File: src/rtl/divmul_iter.sv
// divmul_iter: multicycle signed divide / multiply unit feeding the HI/LO pair.
// One result bit per cycle on operand magnitudes, sign fix-up in a final cycle.
//
//   state  | meaning
//   -------+-----------------------------------------------------------
//   S_IDLE | waiting for start; operands captured when start=1
//   S_RUN  | 32 iterations of shift-subtract (DIV) or shift-add (MULT)
//   S_FIX  | sign correction, hi/lo/div_zero registered, done pulsed
module divmul_iter (
    input  logic        clk,
    input  logic        reset,
    input  logic        start,
    input  logic        op,
    input  logic [31:0] a,
    input  logic [31:0] b,
    output logic        busy,
    output logic        done,
    output logic        div_zero,
    output logic [31:0] hi,
    output logic [31:0] lo
);

    typedef enum logic [1:0] {
        S_IDLE = 2'd0,
        S_RUN  = 2'd1,
        S_FIX  = 2'd2
    } state_t;

    state_t      r_state;
    state_t      w_state_nxt;

    logic        r_op;
    logic        r_sa;
    logic        r_sb;
    logic        r_zero;
    logic [31:0] r_mag_a;
    logic [31:0] r_mag_b;
    logic [5:0]  r_count;
    logic [31:0] r_rem;
    logic [31:0] r_quo;
    logic [63:0] r_acc;
    logic        r_done;
    logic        r_div_zero;
    logic [31:0] r_hi;
    logic [31:0] r_lo;

    logic [31:0] w_abs_a;
    logic [31:0] w_abs_b;
    logic        w_b_zero;
    logic [32:0] w_rem_sh;
    logic        w_rem_ge;
    logic [31:0] w_rem_diff;
    logic [31:0] w_rem_nxt;
    logic [31:0] w_quo_nxt;
    logic [32:0] w_add;
    logic [63:0] w_acc_nxt;
    logic [31:0] w_quo_signed;
    logic [31:0] w_rem_signed;
    logic [63:0] w_prod_signed;

    // Operand magnitudes; 0x80000000 maps to 2^31, which fits unsigned.
    assign w_abs_a  = a[31] ? (~a + 32'd1) : a;
    assign w_abs_b  = b[31] ? (~b + 32'd1) : b;
    assign w_b_zero = (b == 32'd0);

    // Restoring division step: the dividend shifts out of r_quo MSB-first
    // while quotient bits shift in at the bottom. The shifted remainder needs
    // 33 bits; after a successful subtract it is always below |b|, so the
    // difference fits in 32 bits.
    assign w_rem_sh   = {r_rem, r_quo[31]};
    assign w_rem_ge   = (w_rem_sh >= {1'b0, r_mag_b});
    assign w_rem_diff = w_rem_sh[31:0] - r_mag_b;
    assign w_rem_nxt  = w_rem_ge ? w_rem_diff : w_rem_sh[31:0];
    assign w_quo_nxt  = {r_quo[30:0], w_rem_ge};

    // Shift-add multiply step: the multiplier sits in the low half of the
    // accumulator and is consumed LSB-first as the product shifts in from above.
    assign w_add     = {1'b0, r_acc[63:32]} + (r_acc[0] ? {1'b0, r_mag_a} : 33'd0);
    assign w_acc_nxt = {w_add, r_acc[31:1]};

    // Sign correction: quotient truncates toward zero, remainder follows a.
    assign w_quo_signed  = (r_sa ^ r_sb) ? (~r_quo + 32'd1) : r_quo;
    assign w_rem_signed  = r_sa ? (~r_rem + 32'd1) : r_rem;
    assign w_prod_signed = (r_sa ^ r_sb) ? (~r_acc + 64'd1) : r_acc;

    // State register.
    always_ff @(posedge clk) begin
        if (reset) r_state <= S_IDLE;
        else       r_state <= w_state_nxt;
    end

    // Next-state logic; divide by zero skips the iterations entirely.
    always_comb begin
        w_state_nxt = r_state;
        case (r_state)
            S_IDLE: begin
                if (start) begin
                    if (!op && w_b_zero) w_state_nxt = S_FIX;
                    else                 w_state_nxt = S_RUN;
                end
            end
            S_RUN: begin
                if (r_count == 6'd31) w_state_nxt = S_FIX;
            end
            S_FIX:   w_state_nxt = S_IDLE;
            default: w_state_nxt = S_IDLE;
        endcase
    end

    // Datapath: operand capture, iteration, and result registration.
    always_ff @(posedge clk) begin
        if (reset) begin
            r_op       <= 1'b0;
            r_sa       <= 1'b0;
            r_sb       <= 1'b0;
            r_zero     <= 1'b0;
            r_mag_a    <= 32'd0;
            r_mag_b    <= 32'd0;
            r_count    <= 6'd0;
            r_rem      <= 32'd0;
            r_quo      <= 32'd0;
            r_acc      <= 64'd0;
            r_done     <= 1'b0;
            r_div_zero <= 1'b0;
            r_hi       <= 32'd0;
            r_lo       <= 32'd0;
        end else begin
            r_done <= 1'b0;
            case (r_state)
                S_IDLE: begin
                    if (start) begin
                        r_op    <= op;
                        r_sa    <= a[31];
                        r_sb    <= b[31];
                        r_zero  <= !op && w_b_zero;
                        r_mag_a <= w_abs_a;
                        r_mag_b <= w_abs_b;
                        r_count <= 6'd0;
                        r_rem   <= 32'd0;
                        r_quo   <= w_abs_a;
                        r_acc   <= {32'd0, w_abs_b};
                    end
                end
                S_RUN: begin
                    r_count <= r_count + 6'd1;
                    if (r_op) begin
                        r_acc <= w_acc_nxt;
                    end else begin
                        r_rem <= w_rem_nxt;
                        r_quo <= w_quo_nxt;
                    end
                end
                S_FIX: begin
                    r_done     <= 1'b1;
                    r_div_zero <= r_zero;
                    // On divide by zero hi/lo deliberately keep the old result.
                    if (!r_zero) begin
                        if (r_op) begin
                            r_hi <= w_prod_signed[63:32];
                            r_lo <= w_prod_signed[31:0];
                        end else begin
                            r_hi <= w_rem_signed;
                            r_lo <= w_quo_signed;
                        end
                    end
                end
                default: ;
            endcase
        end
    end

    assign busy     = (r_state != S_IDLE);
    assign done     = r_done;
    assign div_zero = r_div_zero;
    assign hi       = r_hi;
    assign lo       = r_lo;

endmodule

File: config.mk
export PLATFORM = sky130hd
export DESIGN_NAME = divmul_iter
export DESIGN_NICKNAME = d
export VERILOG_FILES = /design/src/rtl/divmul_iter.sv
export SDC_FILE = /design/constraint.sdc
export NUM_CORES = 1
export LEC_CHECK = 0
export ABC_AREA = 0
export CAP_MARGIN = 10
export CORE_ASPECT_RATIO = 1.75
export CORE_UTILIZATION = 30
export CTS_CLUSTER_SIZE = 10
export DETAILED_ROUTE_END_ITERATION = 12
export GPL_TIMING_DRIVEN = 0
export PLACE_DENSITY = 0.56
export RECOVER_POWER = 100
export SYNTH_ARGS = -nofsm -noshare
export SYNTH_HDL_FRONTEND = slang
export SYNTH_SLANG_ARGS = --single-unit
File: constraint.sdc
create_clock -name clk -period 4.1 [get_ports clk]
set_input_delay 0.82 -clock clk [delete_from_list [all_inputs] [get_ports clk]]
set_output_delay 0.82 -clock clk [all_outputs]
set_load 0.1 [all_outputs]
==> impl_metrics.tcl <==
set metrics [dict create \
    min_from "hi[26]" \
    fmax_mhz 250 \
    synth_common_cells "329 x nor2_1, 270 x dfxtp_1, 240 x a21oi_1" \
    root_buffer "clkbuf_16" \
    p_comb_share_pct 30.2 \
    switchingPower_mw 2.98 \
    initial_core_util_pct 30.4 \
    drive_above_1_share_pct 2.64 \
    slew_headroom_pct 23.4 \
    wl_met3_um 3350 \
    finalHoldViolCount 0 \
    cts_hold_buf 0 \
    cts_tree "done" \
    syn_nets 2551 \
    critPathBufInv 3 \
    htreeDepth 1 \
    setup_viol 0 \
    grt_pass1_wl_um 116000 \
    core-area_mm2 0.0594 \
    fp-row-count 118 \
    pin_count 135 \
    synth_area_leaders "dfxtp_1 30%, nor2_1 6.8%, a21oi_1 6.6%, xor2_1 6.6%, a211oi_1 5.5%" \
    yosysWarningCount 0 \
    synth_edf_count 0 \
    dp_hpwl_um 64800 \
    whs_path_depth 1 \
    ant_nets 0 \
    post-synth-top-count-cell "nor2_1" \
    p_sw_share_pct 37.9 \
    via_per_inst 5.59 \
    dp_cells 3325 \
    yosysUniqueCellTypes 76 \
    synth-seq-area-share_pct 29.9 \
    arrival_ps 4440 \
    hp-class "flip-flop to flip-flop" \
    nFillCells 6290 \
    cellPowerDensity_mw_per_mm2 370 \
    r2r-start "r_rem[7]" \
    async_flop_share_pct 0 \
    grt_pass1_vias 18700 \
    r2r_slack_ps 110 \
    gp_congestion 0.985 \
    worstSetupPathType "flip-flop to flip-flop" \
    finish.utilization_pct 35.8 \
    dieArea_mm2 0.0613 \
    remaining_drc_errors 0 \
    clock_latency_ps 610 \
    clkTransAtPathRegs_ps 70 \
    finClkSkew_ps 16.3 \
    endpoint_kind "flip-flop" \
    ir_worst_vdd_uv 345 \
    track_usage_pct 25.3 \
    pwr-share-seq_pct 37.9 \
    die_w_um 188 \
    tightestPinTransition_ps 1140 \
    place_area_mm2 0.0204 \
    ys_ff_latch 270 \
    crit_path_max_incr_delay_ps 530 \
    crit_family "compound AO/OA/AOI/OAI gates" \
    wl_met2_um 40900 \
    status "finished, final reports clean" \
    dr.pass1.iters 5 \
    syn_area_per_cell_um2 7.49 \
    cellLeakagePower_nw 8.29 \
    reg2regPathDepth 12 \
    setup_tns_ps 0 \
    cts_resized 4 \
    area_delta_synth_final_pct 17.5 \
    wl_per_cell_um 23.8 \
    crit_slowest_cell "dfxtp_1" \
    r2r_end "r_quo[0]" \
    stdcell_area_mm2 0.0212 \
    finalMaxSlewViolations 0 \
    period_share_pct 97.4 \
    wirelength_um 80000 \
    gr-total-overflow 0 \
    synth_top_area_share_pct 29.9 \
    final_nets 2716 \
    pre_cts_ws_ps -358 \
    portBuffers 133 \
    antenna_found_initial 0 \
    cts_setup_buffers 0 \
    setup_ws_ps 105 \
    synthFlopType "dfxtp_1" \
    grt_max_degree 17 \
    p_int_mw 4.88 \
    chipHeight_um 327 \
    hold-path-endpoint "hi[26]" \
    fin_hold_ws_ps 444 \
    synth_cells 2411 \
    cp-start-kind "flip-flop" \
    rsz0062_at_grt "no" \
    required_ps 4550 \
    clock_sinks 270 \
    crit_chain "ha_1 > clkbuf_1 > and2_0 > a221oi_2 > o22ai_1 > a311o_1 > o31ai_4 > o211ai_1 > clkbuf_2 > clkbuf_2 > o211ai_1 > a21oi_1" \
    cts_buffer_depth 3 \
    wl_met1_um 28000 \
    drv_cap 0 \
    p_clk_share_pct 31.9 \
    num_vias 18800 \
    power_mw 7.86 \
    path_max_fanout 10 \
    cts_made_buffers 31 \
    stdcell_count 3359 \
    top_layer_used "met4" \
    drt_iter0_drc 1316 \
    syn_area_mm2 0.0181 \
    fin_crit_ps 3990 \
    synth_area_leader_cell "dfxtp_1" \
]
-- state kept, by name, summed over array words and instances (netlist names), 6 cells and up --
| name | flops |
|---|---|
| r_mag_b | 32 |
| r_mag_a | 32 |
| lo | 32 |
| r_quo | 32 |
| r_count | 6 |
| r_rem | 32 |
| hi | 32 |
| r_acc | 64 |
-- cell usage in the layout, fill, tap and decap left out, drive strengths merged, types with 21 or more instances in the layout --
cell / Yosys / layout
xnor2: 88 / 88
mux2i: 22 / 22
clkbuf: 139 / 177
dfxtp: 270 / 270
xor2: 137 / 137
o41ai: 22 / 22
or3: 21 / 21
nor3: 42 / 42
clkdlybuf4s50: 0 / 63
a211oi: 133 / 133
nor4: 29 / 29
o211ai: 31 / 31
inv: 71 / 73
a21oi: 240 / 240
o31ai: 40 / 40
dlygate4sd3: 0 / 70
a21o: 41 / 41
and2: 43 / 43
or4: 22 / 22
o21ai: 159 / 159
ha: 70 / 70
nor2: 329 / 329
nand3: 45 / 45
nand2: 217 / 217
-- how the worst max path moves through the flow --
stage,slack (ps),end,from,cells after the start
after floorplan,780,r_acc[57],r_acc[0],13
after global placement,-380,r_acc[61],r_acc[0],13
after detailed placement,-360,hi[30],r_acc[0],13
after CTS,40,r_quo[0],r_rem[7],12
after global routing,20,r_acc[53],r_acc[0],12
final,110,r_quo[0],r_rem[7],12
-- layout make-up --
cell class	instances	area (um2)	area share [%]
Buffer	154	584	2.75
Timing Repair Buffer	134	1340	6.31
Clock inverter	2	28.8	0.136
Multi-Input combinational cell	1914	11800	55.7
Sequential cell	270	5410	25.5
Inverter	71	267	1.26
Antenna cell	1	2.50	0.0118
Clock buffer	33	793	3.74
Tap cell	780	976	4.60
-- worst reg2reg max path, cell delays in order, from the launching register on --
cell and delay, ps:
dfxtp_1 530, ha_1 300, clkbuf_1 220, and2_0 230, a221oi_2 380, o22ai_1 180, a311o_1 410, o31ai_4 350
o211ai_1 210, clkbuf_2 290, clkbuf_2 320, o211ai_1 320, a21oi_1 110
-- layer usage --
metal | vias up | global-route usage, %
li1 | 8937 | -
met2 | 667 | 47.3
met4 | 0 | 22.0
met5 | - | 0
met3 | 248 | 2.49
met1 | 8917 | 24.9
-- power groups by stage --
stage	Sequential (mW)	Clock, mW	Combinational [mW]
floorplan	3.09	0	1.41
global placement	3.02	0	2.32
detailed placement	3.03	0	2.33
CTS	2.98	2.54	2.34
global route	3.00	2.61	2.54
finish	2.98	2.51	2.37
-- kinds of logic (layout without fill, tap and decap cells) --
group | Yosys count | in the layout | synth area share [%]
adder cells (fa/ha/maj) | 72 | 72 | 5.07
AO/OA/AOI/OAI | 767 | 767 | 26.9
other | 0 | 1 | 0
buffers and inverters | 227 | 394 | 4.74
AND/OR/NAND/NOR | 825 | 825 | 21.0
flip-flops | 270 | 270 | 29.9
XOR/XNOR | 225 | 225 | 10.9
multiplexers | 25 | 25 | 1.47
No activity file was read; power rests on OpenSTA's default activity.
